==> src/rtl/ddr2_pkg.sv <==
// Shared definitions for the DDR2 ring scheduler slice.
//   ADDR_W       : width of SDRAM byte addresses and the occupancy count
//   CNT_W        : width of the input/output FIFO word counts
//   state_t      : scheduler states S_IDLE / S_WR / S_RD
//   burst_stride : bytes covered by one burst of 32-bit words
package ddr2_pkg;

    localparam int ADDR_W = 30;
    localparam int CNT_W  = 11;

    typedef enum logic [1:0] {
        S_IDLE = 2'd0,
        S_WR   = 2'd1,
        S_RD   = 2'd2
    } state_t;

    function automatic int burst_stride(input int burst_len);
        return 4 * burst_len;
    endfunction

    // Stride for the default burst length of two words.
    localparam int BURST_STRIDE = burst_stride(2);

endpackage

==> src/rtl/ddr2_ring_scheduler_if.sv <==
// Bus between the host/FIFO/burst-engine side and the ring scheduler.
//   master : drives enables, FIFO counts, ring_clear and burst_done;
//            observes go pulses, pointers and status
//   slave  : the scheduler itself
interface ddr2_ring_scheduler_if;

    logic                        calib_done;
    logic                        writes_en;
    logic                        reads_en;
    logic                        ring_clear;
    logic [ddr2_pkg::CNT_W-1:0]  ib_count;
    logic [ddr2_pkg::CNT_W-1:0]  ob_count;
    logic                        go_wr;
    logic                        go_rd;
    logic [ddr2_pkg::ADDR_W-1:0] go_addr;
    logic                        burst_done;
    logic                        busy;
    logic [ddr2_pkg::ADDR_W-1:0] cmd_byte_addr_wr;
    logic [ddr2_pkg::ADDR_W-1:0] cmd_byte_addr_rd;
    logic [ddr2_pkg::ADDR_W-1:0] occupancy;
    logic                        overflow;
    logic                        timeout_err;

    modport master (
        output calib_done, writes_en, reads_en, ring_clear,
        output ib_count, ob_count, burst_done,
        input  go_wr, go_rd, go_addr, busy,
        input  cmd_byte_addr_wr, cmd_byte_addr_rd, occupancy,
        input  overflow, timeout_err
    );

    modport slave (
        input  calib_done, writes_en, reads_en, ring_clear,
        input  ib_count, ob_count, burst_done,
        output go_wr, go_rd, go_addr, busy,
        output cmd_byte_addr_wr, cmd_byte_addr_rd, occupancy,
        output overflow, timeout_err
    );

endinterface

==> src/rtl/ddr2_ring_ptr.sv <==
// Wrapping SDRAM byte-address pointer for the circular buffer.
//   clk, reset : clock, asynchronous active-high reset
//   adv        : step the pointer by one burst stride
//   clr        : return the pointer to 0 (wins over adv)
//   addr       : current byte address, always a multiple of STRIDE
module ddr2_ring_ptr
    import ddr2_pkg::*;
#(
    parameter int STRIDE     = 8,
    parameter int RING_BYTES = 134217728
) (
    input  logic              clk,
    input  logic              reset,
    input  logic              adv,
    input  logic              clr,
    output logic [ADDR_W-1:0] addr
);

    localparam logic [ADDR_W-1:0] STEP = ADDR_W'(STRIDE);
    // Ring size is a power of two, so the modulo is a mask.
    localparam logic [ADDR_W-1:0] MASK = ADDR_W'(RING_BYTES - 1);

    always_ff @(posedge clk or posedge reset) begin
        if (reset) begin
            addr <= '0;
        end else if (clr) begin
            addr <= '0;
        end else if (adv) begin
            addr <= (addr + STEP) & MASK;
        end
    end

endmodule

==> src/rtl/ddr2_ring_scheduler.sv <==
// Shares the MCB p0 command port between input-FIFO drain (write bursts)
// and output-FIFO fill (read bursts), treating the SDRAM as a ring buffer.
//   clk, reset : clock, asynchronous active-high reset
//   bus        : slave side of ddr2_ring_scheduler_if
//                in : calib_done, writes_en, reads_en, ring_clear,
//                     ib_count, ob_count, burst_done
//                out: go_wr, go_rd, go_addr, busy, cmd_byte_addr_wr,
//                     cmd_byte_addr_rd, occupancy, overflow, timeout_err
module ddr2_ring_scheduler
    import ddr2_pkg::*;
#(
    parameter int BURST_LEN     = 2,
    parameter int FIFO_SIZE     = 2048,
    parameter int RING_BYTES    = 134217728,
    parameter int MAX_WR_STREAK = 16,
    parameter int TIMEOUT       = 1023
) (
    input logic                  clk,
    input logic                  reset,
    ddr2_ring_scheduler_if.slave bus
);

    localparam int STRIDE = burst_stride(BURST_LEN);
    localparam int SW     = $clog2(MAX_WR_STREAK + 1);
    localparam int WW     = $clog2(TIMEOUT + 1);

    localparam logic [ADDR_W-1:0] STRIDE_A   = ADDR_W'(STRIDE);
    localparam logic [ADDR_W-1:0] FULL_LIM   = ADDR_W'(RING_BYTES - STRIDE);
    localparam logic [CNT_W-1:0]  IB_MIN     = CNT_W'(BURST_LEN);
    localparam logic [CNT_W-1:0]  OB_LIM     = CNT_W'(FIFO_SIZE - 1 - BURST_LEN);
    localparam logic [SW-1:0]     STREAK_MAX = SW'(MAX_WR_STREAK);
    localparam logic [WW-1:0]     WD_LAST    = WW'(TIMEOUT - 1);

    state_t            state, state_n;
    logic              we_q, re_q;
    logic              clr_pend;
    logic [SW-1:0]     wr_streak;
    logic [WW-1:0]     wd_cnt;
    logic [ADDR_W-1:0] occupancy;
    logic [ADDR_W-1:0] go_addr;
    logic [ADDR_W-1:0] addr_wr, addr_rd;
    logic              go_wr, go_rd;
    logic              overflow, timeout_err;

    logic              wr_req, wr_room, wr_ok, rd_ok;
    logic              do_clear;
    logic              grant_wr, grant_rd, wd_expire;

    // A write wants to go; it may only go if a whole burst still fits.
    assign wr_req  = bus.calib_done && we_q && (bus.ib_count >= IB_MIN);
    assign wr_room = (occupancy <= FULL_LIM);
    assign wr_ok   = wr_req && wr_room;
    assign rd_ok   = bus.calib_done && re_q && (bus.ob_count < OB_LIM)
                     && (occupancy >= STRIDE_A);

    // A clear requested during a burst waits for the first idle edge and
    // pre-empts any grant on that edge.
    assign do_clear = (state == S_IDLE) && (bus.ring_clear || clr_pend);

    always_comb begin
        state_n   = state;
        grant_wr  = 1'b0;
        grant_rd  = 1'b0;
        wd_expire = 1'b0;
        case (state)
            S_IDLE: begin
                if (!do_clear) begin
                    if (wr_ok && (!rd_ok || (wr_streak < STREAK_MAX))) begin
                        grant_wr = 1'b1;
                        state_n  = S_WR;
                    end else if (rd_ok) begin
                        grant_rd = 1'b1;
                        state_n  = S_RD;
                    end
                end
            end
            S_WR, S_RD: begin
                if (bus.burst_done) begin
                    state_n = S_IDLE;
                end else if (wd_cnt == WD_LAST) begin
                    wd_expire = 1'b1;
                    state_n   = S_IDLE;
                end
            end
            default: state_n = S_IDLE;
        endcase
    end

    always_ff @(posedge clk or posedge reset) begin
        if (reset) begin
            state <= S_IDLE;
        end else begin
            state <= state_n;
        end
    end

    always_ff @(posedge clk or posedge reset) begin
        if (reset) begin
            we_q        <= 1'b0;
            re_q        <= 1'b0;
            clr_pend    <= 1'b0;
            wr_streak   <= '0;
            wd_cnt      <= '0;
            occupancy   <= '0;
            go_wr       <= 1'b0;
            go_rd       <= 1'b0;
            go_addr     <= '0;
            overflow    <= 1'b0;
            timeout_err <= 1'b0;
        end else begin
            we_q  <= bus.writes_en;
            re_q  <= bus.reads_en;
            go_wr <= grant_wr;
            go_rd <= grant_rd;

            if (grant_wr) begin
                go_addr <= addr_wr;
            end else if (grant_rd) begin
                go_addr <= addr_rd;
            end

            if (state != S_IDLE && bus.ring_clear) begin
                clr_pend <= 1'b1;
            end else if (do_clear) begin
                clr_pend <= 1'b0;
            end

            // Reads debit at grant; writes credit only on completion so a
            // read can never be granted over data not yet in SDRAM.
            if (do_clear) begin
                occupancy <= '0;
            end else if (grant_rd) begin
                occupancy <= occupancy - STRIDE_A;
            end else if (state == S_WR && bus.burst_done) begin
                occupancy <= occupancy + STRIDE_A;
            end

            if (do_clear) begin
                overflow <= 1'b0;
            end else if (state == S_IDLE && wr_req && !wr_room) begin
                overflow <= 1'b1;
            end

            if (state == S_IDLE) begin
                if (grant_wr) begin
                    if (wr_streak != STREAK_MAX) begin
                        wr_streak <= wr_streak + 1'b1;
                    end
                end else if (grant_rd || !rd_ok) begin
                    wr_streak <= '0;
                end
            end

            if (grant_wr || grant_rd) begin
                wd_cnt <= '0;
            end else if (state != S_IDLE) begin
                wd_cnt <= wd_cnt + 1'b1;
            end

            if (wd_expire) begin
                timeout_err <= 1'b1;
            end
        end
    end

    ddr2_ring_ptr #(
        .STRIDE     (STRIDE),
        .RING_BYTES (RING_BYTES)
    ) u_ptr_wr (
        .clk   (clk),
        .reset (reset),
        .adv   (grant_wr),
        .clr   (do_clear),
        .addr  (addr_wr)
    );

    ddr2_ring_ptr #(
        .STRIDE     (STRIDE),
        .RING_BYTES (RING_BYTES)
    ) u_ptr_rd (
        .clk   (clk),
        .reset (reset),
        .adv   (grant_rd),
        .clr   (do_clear),
        .addr  (addr_rd)
    );

    assign bus.go_wr            = go_wr;
    assign bus.go_rd            = go_rd;
    assign bus.go_addr          = go_addr;
    assign bus.busy             = (state != S_IDLE);
    assign bus.cmd_byte_addr_wr = addr_wr;
    assign bus.cmd_byte_addr_rd = addr_rd;
    assign bus.occupancy        = occupancy;
    assign bus.overflow         = overflow;
    assign bus.timeout_err      = timeout_err;

endmodule

==> src/flat_wrapper.sv <==
// flat-port wrapper written by rule: the top's interface ports become plain ports
module ddr2_ring_scheduler_flat import ddr2_pkg::*;
#(
    parameter int BURST_LEN     = 2,
    parameter int FIFO_SIZE     = 2048,
    parameter int RING_BYTES    = 134217728,
    parameter int MAX_WR_STREAK = 16,
    parameter int TIMEOUT       = 1023
)
  (clk, reset, bus_calib_done, bus_writes_en, bus_reads_en, bus_ring_clear, bus_ib_count, bus_ob_count, bus_burst_done, bus_go_wr, bus_go_rd, bus_go_addr, bus_busy, bus_cmd_byte_addr_wr, bus_cmd_byte_addr_rd, bus_occupancy, bus_overflow, bus_timeout_err);
  ddr2_ring_scheduler_if bus_i ();
  input logic clk;
  input logic reset;
  input wire logic [$bits(bus_i.calib_done)-1:0] bus_calib_done;
  input wire logic [$bits(bus_i.writes_en)-1:0] bus_writes_en;
  input wire logic [$bits(bus_i.reads_en)-1:0] bus_reads_en;
  input wire logic [$bits(bus_i.ring_clear)-1:0] bus_ring_clear;
  input wire logic [$bits(bus_i.ib_count)-1:0] bus_ib_count;
  input wire logic [$bits(bus_i.ob_count)-1:0] bus_ob_count;
  input wire logic [$bits(bus_i.burst_done)-1:0] bus_burst_done;
  output wire logic [$bits(bus_i.go_wr)-1:0] bus_go_wr;
  output wire logic [$bits(bus_i.go_rd)-1:0] bus_go_rd;
  output wire logic [$bits(bus_i.go_addr)-1:0] bus_go_addr;
  output wire logic [$bits(bus_i.busy)-1:0] bus_busy;
  output wire logic [$bits(bus_i.cmd_byte_addr_wr)-1:0] bus_cmd_byte_addr_wr;
  output wire logic [$bits(bus_i.cmd_byte_addr_rd)-1:0] bus_cmd_byte_addr_rd;
  output wire logic [$bits(bus_i.occupancy)-1:0] bus_occupancy;
  output wire logic [$bits(bus_i.overflow)-1:0] bus_overflow;
  output wire logic [$bits(bus_i.timeout_err)-1:0] bus_timeout_err;
  assign bus_i.calib_done = bus_calib_done;
  assign bus_i.writes_en = bus_writes_en;
  assign bus_i.reads_en = bus_reads_en;
  assign bus_i.ring_clear = bus_ring_clear;
  assign bus_i.ib_count = bus_ib_count;
  assign bus_i.ob_count = bus_ob_count;
  assign bus_i.burst_done = bus_burst_done;
  assign bus_go_wr = bus_i.go_wr;
  assign bus_go_rd = bus_i.go_rd;
  assign bus_go_addr = bus_i.go_addr;
  assign bus_busy = bus_i.busy;
  assign bus_cmd_byte_addr_wr = bus_i.cmd_byte_addr_wr;
  assign bus_cmd_byte_addr_rd = bus_i.cmd_byte_addr_rd;
  assign bus_occupancy = bus_i.occupancy;
  assign bus_overflow = bus_i.overflow;
  assign bus_timeout_err = bus_i.timeout_err;
  ddr2_ring_scheduler #(.BURST_LEN(BURST_LEN), .FIFO_SIZE(FIFO_SIZE), .RING_BYTES(RING_BYTES), .MAX_WR_STREAK(MAX_WR_STREAK), .TIMEOUT(TIMEOUT)) u_core (.clk(clk), .reset(reset), .bus(bus_i));
endmodule
==> config.mk <==
export PLATFORM = sky130hd
export DESIGN_NAME = ddr2_ring_scheduler_flat
export DESIGN_NICKNAME = d
export VERILOG_FILES = /design/src/rtl/ddr2_pkg.sv /design/src/rtl/ddr2_ring_scheduler_if.sv /design/src/rtl/ddr2_ring_ptr.sv /design/src/rtl/ddr2_ring_scheduler.sv /design/src/flat_wrapper.sv
export SDC_FILE = /design/constraint.sdc
export NUM_CORES = 1
export LEC_CHECK = 0
export ABC_CLOCK_PERIOD_IN_PS = 7200
export CORE_MARGIN = 4
export CORE_UTILIZATION = 45
export CTS_CLUSTER_DIAMETER = 30
export CTS_CLUSTER_SIZE = 24
export DETAILED_ROUTE_END_ITERATION = 10
export PLACE_DENSITY_LB_ADDON = 0.25
export SLEW_MARGIN = 20
export SYNTH_ARGS = -nofsm -noshare
export SYNTH_HDL_FRONTEND = slang
export SYNTH_SLANG_ARGS = --single-unit
==> constraint.sdc <==
create_clock -name clk -period 7.2 [get_ports clk]
set_clock_uncertainty 0.1 [all_clocks]
set_input_delay 1.44 -clock clk [delete_from_list [all_inputs] [get_ports clk]]
set_output_delay 1.44 -clock clk [all_outputs]
set_load 0.01 [all_outputs]
==> results of run 1 <==
-- per-layer routing --
layer | GRT usage, % | vias up | part of all wire (%)
met5 | 0 | - | 0
met4 | 5.89 | 0 | 0.92
li1 | - | 3140 | -
met2 | 32.8 | 229 | 46
met1 | 31.4 | 3191 | 47
met3 | 4.83 | 11 | 6.4
-- cell usage in the layout, fill, tap and decap left out, types with 4 or more instances in the layout --
cell	netlist	final
and3_1	12	12
nand2b_1	13	13
nand2_1	62	62
mux2i_1	17	17
a2111o_1	5	5
o21a_1	5	5
clkdlybuf4s50_1	0	131
o22ai_1	23	23
nor2_1	80	79
and2_1	6	6
xor2_1	21	21
conb_1	1	21
o21ai_0	29	29
or4_1	10	10
nand4_1	28	28
o21ai_1	5	4
inv_1	19	18
o2111ai_1	7	7
xnor2_1	14	14
nor3_1	35	35
nor4_1	15	15
and4_1	9	9
a31oi_1	6	4
o31ai_1	4	4
buf_4	21	8
ha_1	11	11
clkinvlp_4	0	5
dfrtp_1	123	123
o211ai_1	5	5
a21oi_1	57	57
clkbuf_16	0	17
nand3_1	58	58
or3_1	14	14
-- cells by family (layout without fill, tap and decap cells) --
logic type / Yosys count / count (layout) / share of synthesized area (%)
flip-flops: 123 / 123 / 43.7
AO/OA/AOI/OAI: 168 / 168 / 15.1
AND/OR/NAND/NOR: 364 / 364 / 27.0
buffers and inverters: 81 / 191 / 5.48
multiplexers: 17 / 17 / 2.41
other: 1 / 21 / 0.0532
XOR/XNOR: 35 / 35 / 4.35
adder cells (fa/ha/maj): 11 / 11 / 1.95
-- flip-flops by register name (all words and copies together), names as in the netlist --
signal	count
u_core.wd_cnt	10
u_core.bus.occupancy	27
u_core.bus.go_wr	1
u_core.state	2
u_core.we_q	1
u_core.u_ptr_rd.addr	24
u_core.bus.go_rd	1
u_core.bus.timeout_err	1
u_core.bus.go_addr	24
u_core.re_q	1
u_core.clr_pend	1
u_core.bus.overflow	1
u_core.u_ptr_wr.addr	24
u_core.wr_streak	5
-- power by group through the flow --
stage | Sequential, mW | Combinational (mW) | Clock (mW)
6_report | 0.905 | 1.14 | 0.887
5_1_grt | 0.925 | 1.26 | 0.930
4_1_cts | 0.905 | 1.13 | 0.895
3_5_place_dp | 0.916 | 1.13 | 0
3_3_place_gp | 0.914 | 1.12 | 0
2_1_floorplan | 0.935 | 0.694 | 0
-- final cells by class --
type | count | area (µm²) | share of cell area [%]
clock buffers | 21 | 470 | 5.15
clock inverters | 10 | 141 | 1.55
inverters | 21 | 83.8 | 0.919
multi-input cells | 616 | 3720 | 40.7
flip-flops and latches | 123 | 3080 | 33.7
well taps | 211 | 264 | 2.89
repair buffers | 139 | 1370 | 15.0
-- worst reg2reg max path, stage by stage, from the launching register on --
cell and delay [ns]:
dfrtp_1 0.49, nor3_2 0.55, a2111oi_4 0.19, a311oi_2 0.97, or2_2 0.96, clkinv_1 0.52
nand2_1 0.20, mux2i_1 0.21
-- worst paths after layout --
kind / end / slack (ns) / start / cells after the start
max reg2reg: u_core.u_ptr_wr.addr[5] / 2.94 / u_core.bus.occupancy[5] / 7
max: u_core.u_ptr_wr.addr[5] / 2.29 / bus_ob_count[1] / 9
min: u_core.bus.timeout_err / 0.38 / u_core.bus.timeout_err / 1
min in group asynchronous: u_core.u_ptr_wr.addr[25] / 1.45 / reset / 2
min reg2reg: u_core.bus.timeout_err / 0.38 / u_core.bus.timeout_err / 1
max in group asynchronous: u_core.we_q / 4.49 / reset / 3
-- per-stage QoR --
step,cells,area [µm²],setup WS [ns]
after detailed placement,1110,8510,1.91
after CTS,1141,9120,2.32
after floorplan,820,7130,2.39
final,1141,9130,2.29
after global placement,1110,8500,2.02
after global routing,1141,9130,2.05
==> impl_metrics.py, run 1 <==
metrics = {
    "clocking": {
        "cts_tree": "built",
        "clock-sinks": 123,
        "clock_latency_ns": 0.41,
        "root_buffer": "clkbuf_16",
        "cts_buffer_depth": 2,
        "cts_resized": 0,
        "post_cts_buffers": 0,
        "holdBufCountCts": 0,
        "cts_buffers": 17,
        "htreeDepth": 4,
        "cts.reportedPaths.clkPinSlew_ns": 0.06,
    },
    "synthesis": {
        "yosysMostFrequentCell": "dfrtp_1",
        "syn_inst": 800,
        "yosysUniqueCellTypes": 61,
        "syn-cell-area_mm2": 0.00705,
        "synth_area_leader_cell": "dfrtp_1",
        "ys_async_sr_fraction_pct": 100,
        "synth_edf_count": 0,
        "synth_common_cells": "dfrtp_1 (123), nor2_1 (80), nand2_1 (62)",
        "ys_seq_area_share_pct": 43.7,
        "synthFlopType": "dfrtp_1",
        "syn_avg_cell_area_um2": 8.81,
        "synth-warning-count": 0,
        "synthTopCellsByArea": "dfrtp_1 (44%), nor2_1 (4.3%), nand3_1 (4.1%)",
        "ys_ff_latch": 123,
        "yosysTopAreaCellShare_pct": 43.7,
    },
    "timing": {
        "worstMarginPinSlew_ns": 1.09,
        "min_period_ns": 4.91,
        "fmax_mhz": 204,
        "hold_viol": 0,
        "max-slew-margin-rel_pct": 27.0,
        "drv_slew": 0,
        "fin_tns_setup_ns": 0,
        "whs_ns": 0.377,
        "fin_crit_sh_pct": 68.1,
        "rsz0062_at_grt": "no",
        "setup_viol": 0,
    },
    "worst_setup_path": {
        "worstSetupPathType": "input port to register",
        "critical-path-slowest-cell": "or2_2",
        "worstPathCellList": "clkdlybuf4s50_1 > o211ai_1 > o311ai_1 > buf_4 > a311oi_2 > or2_2 > clkinv_1 > nand2_1 > mux2i_1",
        "endpoint_kind": "register",
        "crit_family": "compound AO/OA/AOI/OAI gates",
        "worst_setup_path_start_kind": "input port",
        "critPathBufInv": 3,
        "required_ns": 7.43,
        "worstPathArrival_ns": 5.14,
        "cpPeakStageDelay_ns": 0.96,
        "path_max_fanout": 57,
    },
    "global_route": {
        "grt_max_degree": 83,
        "grt_usage_pct": 21.7,
        "grt_remaining_overflow": 0,
        "grt_pass1_wl_um": 31400,
        "grt_pass1_vias": 6029,
        "antenna_found_initial": 0,
    },
    "power": {
        "leakage_nw": 3.66,
        "p_per_area_mw_per_mm2": 321,
        "seq_power_share_pct": 30.9,
        "p_sw_share_pct": 39.0,
        "power_frac_clock_pct": 30.3,
        "internal-power_mw": 1.79,
        "worst_ir_drop_vdd_v": 0.000377,
        "total_power_mw": 2.93,
        "p_switching_mw": 1.14,
        "comb_power_share_pct": 38.8,
    },
    "layout": {
        "diodes": 0,
        "final_util_pct": 59.8,
        "nFillCells": 1332,
        "layout-drive-gt1-share_pct": 6.45,
        "layout.nets": 958,
        "syn2layout_area_growth_pct": 29.4,
    },
    "floorplanning": {
        "dieArea_mm2": 0.0177,
        "core_area_mm2": 0.0153,
        "start_util_pct": 46.2,
        "io-pin-count": 154,
        "die_w_um": 133,
        "placementRows": 45,
        "dieHeight_um": 133,
    },
    "placed_design": {
        "place.gp.congestion": 0.819,
        "hpwl_um": 12700,
        "io_buffer_count": 131,
    },
    "route": {
        "drtIter0Drc": 567,
        "drt-vias-per-instance": 5.76,
        "drc": 0,
        "drtAntennaViolNets": 0,
        "vias": 6571,
        "wl_per_cell_um": 17.0,
        "first_pass_iters": 5,
        "finalWirelength_um": 19400,
    },
    "flow_run": {
        "cap_violations": 0,
    },
    "worst_hold_path": {
        "hp-class": "register to register",
    },
    "run_status": {
        "status": "finished, final reports clean",
    },
}
No activity file was read; power rests on OpenSTA's default activity.
==> inputs of run 2 (changes only) <==
Settings changed: ABC_CLOCK_PERIOD_IN_PS 7200 to 4750.
Clock period 7.2 ns to 4.75 ns, I/O delays scaled along.
==> impl_metrics.py, run 2 (synthesis results as in run 1) <==
metrics = {
    "run_status": {
        "status": "finished, final reports clean",
    },
    "route": {
        "drc": 0,
        "first_pass_iters": 5,
        "drtIter0Drc": 514,
        "topRoutingLayerUsed": "met4",
        "met1_length_um": 9210,
        "wl_per_cell_um": 17.2,
        "drtAntennaViolNets": 0,
        "vias": 6641,
        "wl_met2_um": 9080,
        "dr_wl_met3_um": 1220,
        "finalWirelength_um": 19700,
        "drt-vias-per-instance": 5.79,
    },
    "timing": {
        "fin_tns_setup_ns": 0,
        "fmax_mhz": 261,
        "setup_viol": 0,
        "max-slew-margin-rel_pct": 28.8,
        "rsz0062_at_grt": "no",
        "min_period_ns": 3.83,
        "drv_slew": 0,
        "fin_crit_sh_pct": 80.7,
        "worstMarginPinSlew_ns": 1.07,
        "hold_viol": 0,
    },
    "layout": {
        "syn2layout_area_growth_pct": 29.4,
        "nFillCells": 1304,
        "largest_reg_flops": 27,
        "final_common_cell": "clkdlybuf4s50_1",
        "regMostFlops": "u_core.bus.occupancy",
        "layout-drive-gt1-share_pct": 7.05,
        "final_cell_mix": "clkdlybuf4s50_1 (131), dfrtp_1 (123), nor2_1 (79), nand2_1 (62), nand3_1 (58)",
        "instances_no_fill": 1147,
        "layout.nets": 965,
        "diodes": 0,
    },
    "worst_setup_path": {
        "worst_setup_path_start_kind": "input port",
        "path_max_fanout": 57,
        "critPathBufInv": 4,
        "critPathLaunch": "bus_ob_count[1]",
        "worstPathArrival_ns": 4.07,
        "path_common_cell": "buf_4",
        "r2r_end": "u_core.u_ptr_wr.addr[5]",
        "critical-path-slowest-cell": "or2_2",
        "worstPathCellList": "clkdlybuf4s50_1 > o211ai_1 > o311ai_1 > buf_4 > a311oi_2 > buf_4 > or2_2 > clkinv_1 > nand2_1 > mux2i_1",
        "required_ns": 4.99,
        "worst_r2r_startpoint": "u_core.bus.occupancy[5]",
        "ff2ff_setup_slack_ns": 1.01,
        "worstSetupPathType": "input port to register",
        "crit_family": "buffers and inverters",
        "reg2regPathDepth": 8,
        "cpPeakStageDelay_ns": 0.85,
        "endpoint_kind": "register",
    },
    "worst_hold_path": {
        "hp-class": "register to register",
        "min_to": "u_core.wd_cnt[7]",
        "hold_path_startpoint": "u_core.wd_cnt[7]",
        "holdPathStages": 1,
    },
    "placed_design": {
        "io_buffer_count": 131,
        "place.gp.congestion": 0.819,
        "hpwl_um": 13100,
        "dp.cells": 1117,
    },
    "clocking": {
        "clock_latency_ns": 0.42,
        "cts_buffers": 17,
        "cts.reportedPaths.clkPinSlew_ns": 0.05,
        "clock-sinks": 123,
        "cts_tree": "built",
        "cts_buffer_depth": 2,
        "post_cts_buffers": 0,
        "root_buffer": "clkbuf_16",
        "htreeDepth": 4,
        "cts_resized": 0,
        "holdBufCountCts": 0,
    },
    "global_route": {
        "grt_pass1_vias": 6216,
        "grt_pass1_wl_um": 32000,
        "grt_remaining_overflow": 0,
        "antenna_found_initial": 0,
        "grt_usage_pct": 22.0,
        "grt_max_degree": 67,
    },
    "floorplanning": {
        "core_area_mm2": 0.0153,
        "dieHeight_um": 133,
        "start_util_pct": 46.2,
        "io-pin-count": 154,
        "die_w_um": 133,
        "placementRows": 45,
        "dieArea_mm2": 0.0177,
    },
    "flow_run": {
        "cap_violations": 0,
    },
    "power": {
        "p_per_area_mw_per_mm2": 479,
        "worst_ir_drop_vdd_v": 0.000387,
        "leakage_nw": 3.67,
    },
}
-- run 2: cell count changes in the layout (fill, tap and decap cells not counted), sizes merged --
cell,previous run,this run
buf,8,15
bufinv,3,1
inv,19,20
clkinvlp,5,6
clkbuf,21,20
-- run 2: how the worst max path moves through the flow --
stage | to | slack, ns | cells after the start
finish | u_core.u_ptr_wr.addr[5] | 0.92 | 10
global route | u_core.wr_streak[4] | 0.76 | 10
CTS | u_core.u_ptr_wr.addr[5] | 0.95 | 10
detailed placement | u_core.u_ptr_wr.addr[5] | 0.52 | 10
global placement | u_core.u_ptr_wr.addr[5] | 0.55 | 10
floorplan | u_core.bus.go_addr[10] | 0.43 | 1
-- run 2: cell type report --
class / count / area (µm²) / area share (%)
multi-input combinational: 616 / 3700 / 40.6
sequential: 123 / 3080 / 33.7
timing repair buffer: 146 / 1440 / 15.7
clock buffer: 20 / 467 / 5.12
tap: 211 / 264 / 2.89
clock inverter: 10 / 93.8 / 1.03
inverter: 21 / 81.3 / 0.891
-- run 2: worst register-to-register path: stages, from the launching register on --
cell	delay, ns
dfrtp_1	0.49
nor3_2	0.57
a2111oi_4	0.19
a311oi_2	0.29
buf_4	0.24
or2_2	0.85
clkinv_1	0.53
nand2_1	0.20
mux2i_1	0.20
-- run 2: where the power goes --
part	switching, mW	internal (mW)	leakage [nW]
clock	0.483	0.753	0.258
sequential	0.150	1.22	1.65
combinational	1.11	0.648	1.76
total	1.74	2.62	3.67
-- run 2: through the flow --
step	cell area [µm²]	total power [mW]	utilization (%)	worst slack, ns	hold slack, ns
2_1_floorplan	7130	2.47	-	0.429	0.340
3_3_place_gp	8560	3.10	56.1	0.553	0.363
3_5_place_dp	8560	3.13	56.1	0.519	0.386
4_1_cts	9120	4.38	59.8	0.948	0.391
5_1_grt	9120	4.64	59.8	0.757	0.418
6_report	9120	4.37	59.8	0.918	0.390
-- run 2: metal layers --
metal | up-vias | global-route usage [%]
li1 | 3149 | -
met4 | 0 | 6.46
met1 | 3229 | 30.7
met5 | - | 0
met2 | 242 | 35.0
met3 | 21 | 4.46
==> inputs of run 3 (changes only) <==
Settings changed: ABC_CLOCK_PERIOD_IN_PS 4750 to 3290.
Clock period 4.75 ns to 3.29 ns, I/O delays scaled along.
==> impl_metrics.py, run 3 (synthesis results as in run 1) <==
metrics = {
    "power": {
        "p_per_area_mw_per_mm2": 703,
        "seq_power_share_pct": 29.5,
        "internal-power_mw": 4.08,
        "leakage_nw": 3.89,
        "total_power_mw": 6.65,
        "power_frac_clock_pct": 28.6,
        "p_sw_share_pct": 38.7,
        "worst_ir_drop_vdd_v": 0.000480,
        "p_switching_mw": 2.57,
        "comb_power_share_pct": 42.0,
    },
    "timing": {
        "max-slew-margin-rel_pct": 59.6,
        "setup_viol": 0,
        "fin_tns_setup_ns": 0,
        "min_period_ns": 3.02,
        "hold_viol": 0,
        "rsz0062_at_grt": "no",
        "drv_slew": 0,
        "fmax_mhz": 331,
        "fin_crit_sh_pct": 91.8,
        "worstMarginPinSlew_ns": 0.601,
    },
    "floorplanning": {
        "die_w_um": 133,
        "dieHeight_um": 133,
        "start_util_pct": 46.2,
        "core_area_mm2": 0.0153,
        "placementRows": 45,
        "io-pin-count": 154,
        "dieArea_mm2": 0.0177,
    },
    "layout": {
        "design_area_mm2": 0.00946,
        "layout-drive-gt1-share_pct": 10.2,
        "final_util_pct": 62.0,
        "syn2layout_area_growth_pct": 34.2,
        "final_cell_mix": "clkdlybuf4s50_1 (131), dfrtp_1 (123), nor2_1 (79), nand2_1 (62), nand3_1 (58)",
        "layout.nets": 999,
        "final_common_cell": "clkdlybuf4s50_1",
        "diodes": 0,
        "largest_reg_flops": 27,
        "regMostFlops": "u_core.bus.occupancy",
    },
    "global_route": {
        "met2_usage_pct": 34.1,
        "busiest_layer": "met2",
        "antenna_found_initial": 0,
        "met3_usage_pct": 4.19,
        "grt_pass1_vias": 6336,
        "grt_usage_pct": 22.5,
        "grt_pass1_wl_um": 32800,
        "met1_usage_pct": 32.6,
        "grt_max_degree": 61,
        "grt_remaining_overflow": 0,
    },
    "clocking": {
        "clock_latency_ns": 0.42,
        "cts.reportedPaths.clkPinSlew_ns": 0.05,
        "cts_buffer_depth": 2,
        "cts_tree": "built",
        "clock-sinks": 123,
        "root_buffer": "clkbuf_16",
        "holdBufCountCts": 0,
        "htreeDepth": 4,
        "cts_buffers": 17,
    },
    "route": {
        "drc": 0,
        "vias": 6812,
        "drtIter0Drc": 567,
        "wl_per_cell_um": 16.9,
        "drtAntennaViolNets": 0,
        "finalWirelength_um": 20000,
        "drt-vias-per-instance": 5.76,
        "first_pass_iters": 7,
    },
    "placed_design": {
        "place.gp.congestion": 0.848,
        "io_buffer_count": 131,
        "hpwl_um": 13900,
        "place_area_mm2": 0.00886,
    },
    "worst_setup_path": {
        "worstSetupPathType": "register to register",
        "worstPathCellList": "or4_1 > or4_1 > nor3_4 > buf_4 > buf_4 > o21ai_0 > a21oi_1 > mux2i_1",
        "cpPeakStageDelay_ns": 0.66,
        "required_ns": 3.53,
        "critical-path-slowest-cell": "or4_1",
        "endpoint_kind": "register",
        "worst_setup_path_start_kind": "register",
        "worstPathArrival_ns": 3.26,
        "path_max_fanout": 20,
    },
    "run_status": {
        "status": "finished, final reports clean",
    },
    "worst_hold_path": {
        "hp-class": "register to register",
    },
    "flow_run": {
        "cap_violations": 0,
    },
}
run 3: cell count changes in the layout (fill, tap and decap cells not counted), sizes merged:
cell,change
inv,-2
clkinvlp,-3
clkinv,+4
buf,+34
bufinv,+2
run 3: repair_timing:
item	CTS	global route
resized for setup	0	1
endpoints found under the setup margin	0	2
setup buffers	0	0
run 3: critical path, delay by kind of cell, from the launching register on:
family | cells | cell delay [ns]
DFF | 1 | 0.44
muxes | 1 | 0.20
buffers and inverters | 2 | 0.45
and+or+nand+nor | 3 | 1.43
AOI/OAI and AO/OA | 2 | 0.31
run 3: worst paths after layout:
check / slack, ns / cells past startpoint / end / start
worst max-delay path: 0.27 / 8 / u_core.bus.occupancy[14] / u_core.bus.occupancy[16]
worst min-delay path: 0.38 / 1 / u_core.wd_cnt[7] / u_core.wd_cnt[7]
worst max register to register: 0.27 / 8 / u_core.bus.occupancy[14] / u_core.bus.occupancy[16]
worst min register to register: 0.38 / 1 / u_core.wd_cnt[7] / u_core.wd_cnt[7]
max in group asynchronous: 1.89 / 3 / u_core.u_ptr_rd.addr[3] / reset
min in group asynchronous: 0.53 / 2 / u_core.bus.go_addr[25] / reset
run 3: metrics by stage:
step	std cells	hold WS, ns	worst slack (ns)
after global routing	1182	0.399	0.0866
final	1182	0.384	0.270
after floorplan	820	0.340	0.409
after global placement	1151	0.364	0.105
after detailed placement	1151	0.369	0.0885
after CTS	1182	0.391	0.141
run 3: per-layer routing:
metal  up-vias  share of wire [%]
met5         -                  0
met4         0                1.6
met3        25                6.3
met2       237                 46
met1      3321                 46
li1       3229                  -
run 3: area by class of cell:
cell class                 count  area [µm²]
clock inverter                11         146
fill                        1340        5800
timing repair buffer         180        1730
inverter                      21        82.6
multi-input combinational    616        3710
clock buffer                  20         447
tap                          211         264
sequential                   123        3080
run 3: power groups by stage:
stage / Combinational [mW] / Sequential (mW) / Clock, mW
2_1_floorplan: 1.52 / 2.05 / 0
3_3_place_gp: 2.73 / 1.98 / 0
3_5_place_dp: 2.75 / 1.99 / 0
4_1_cts: 2.77 / 1.96 / 1.92
5_1_grt: 3.03 / 2.00 / 1.98
6_report: 2.79 / 1.96 / 1.90
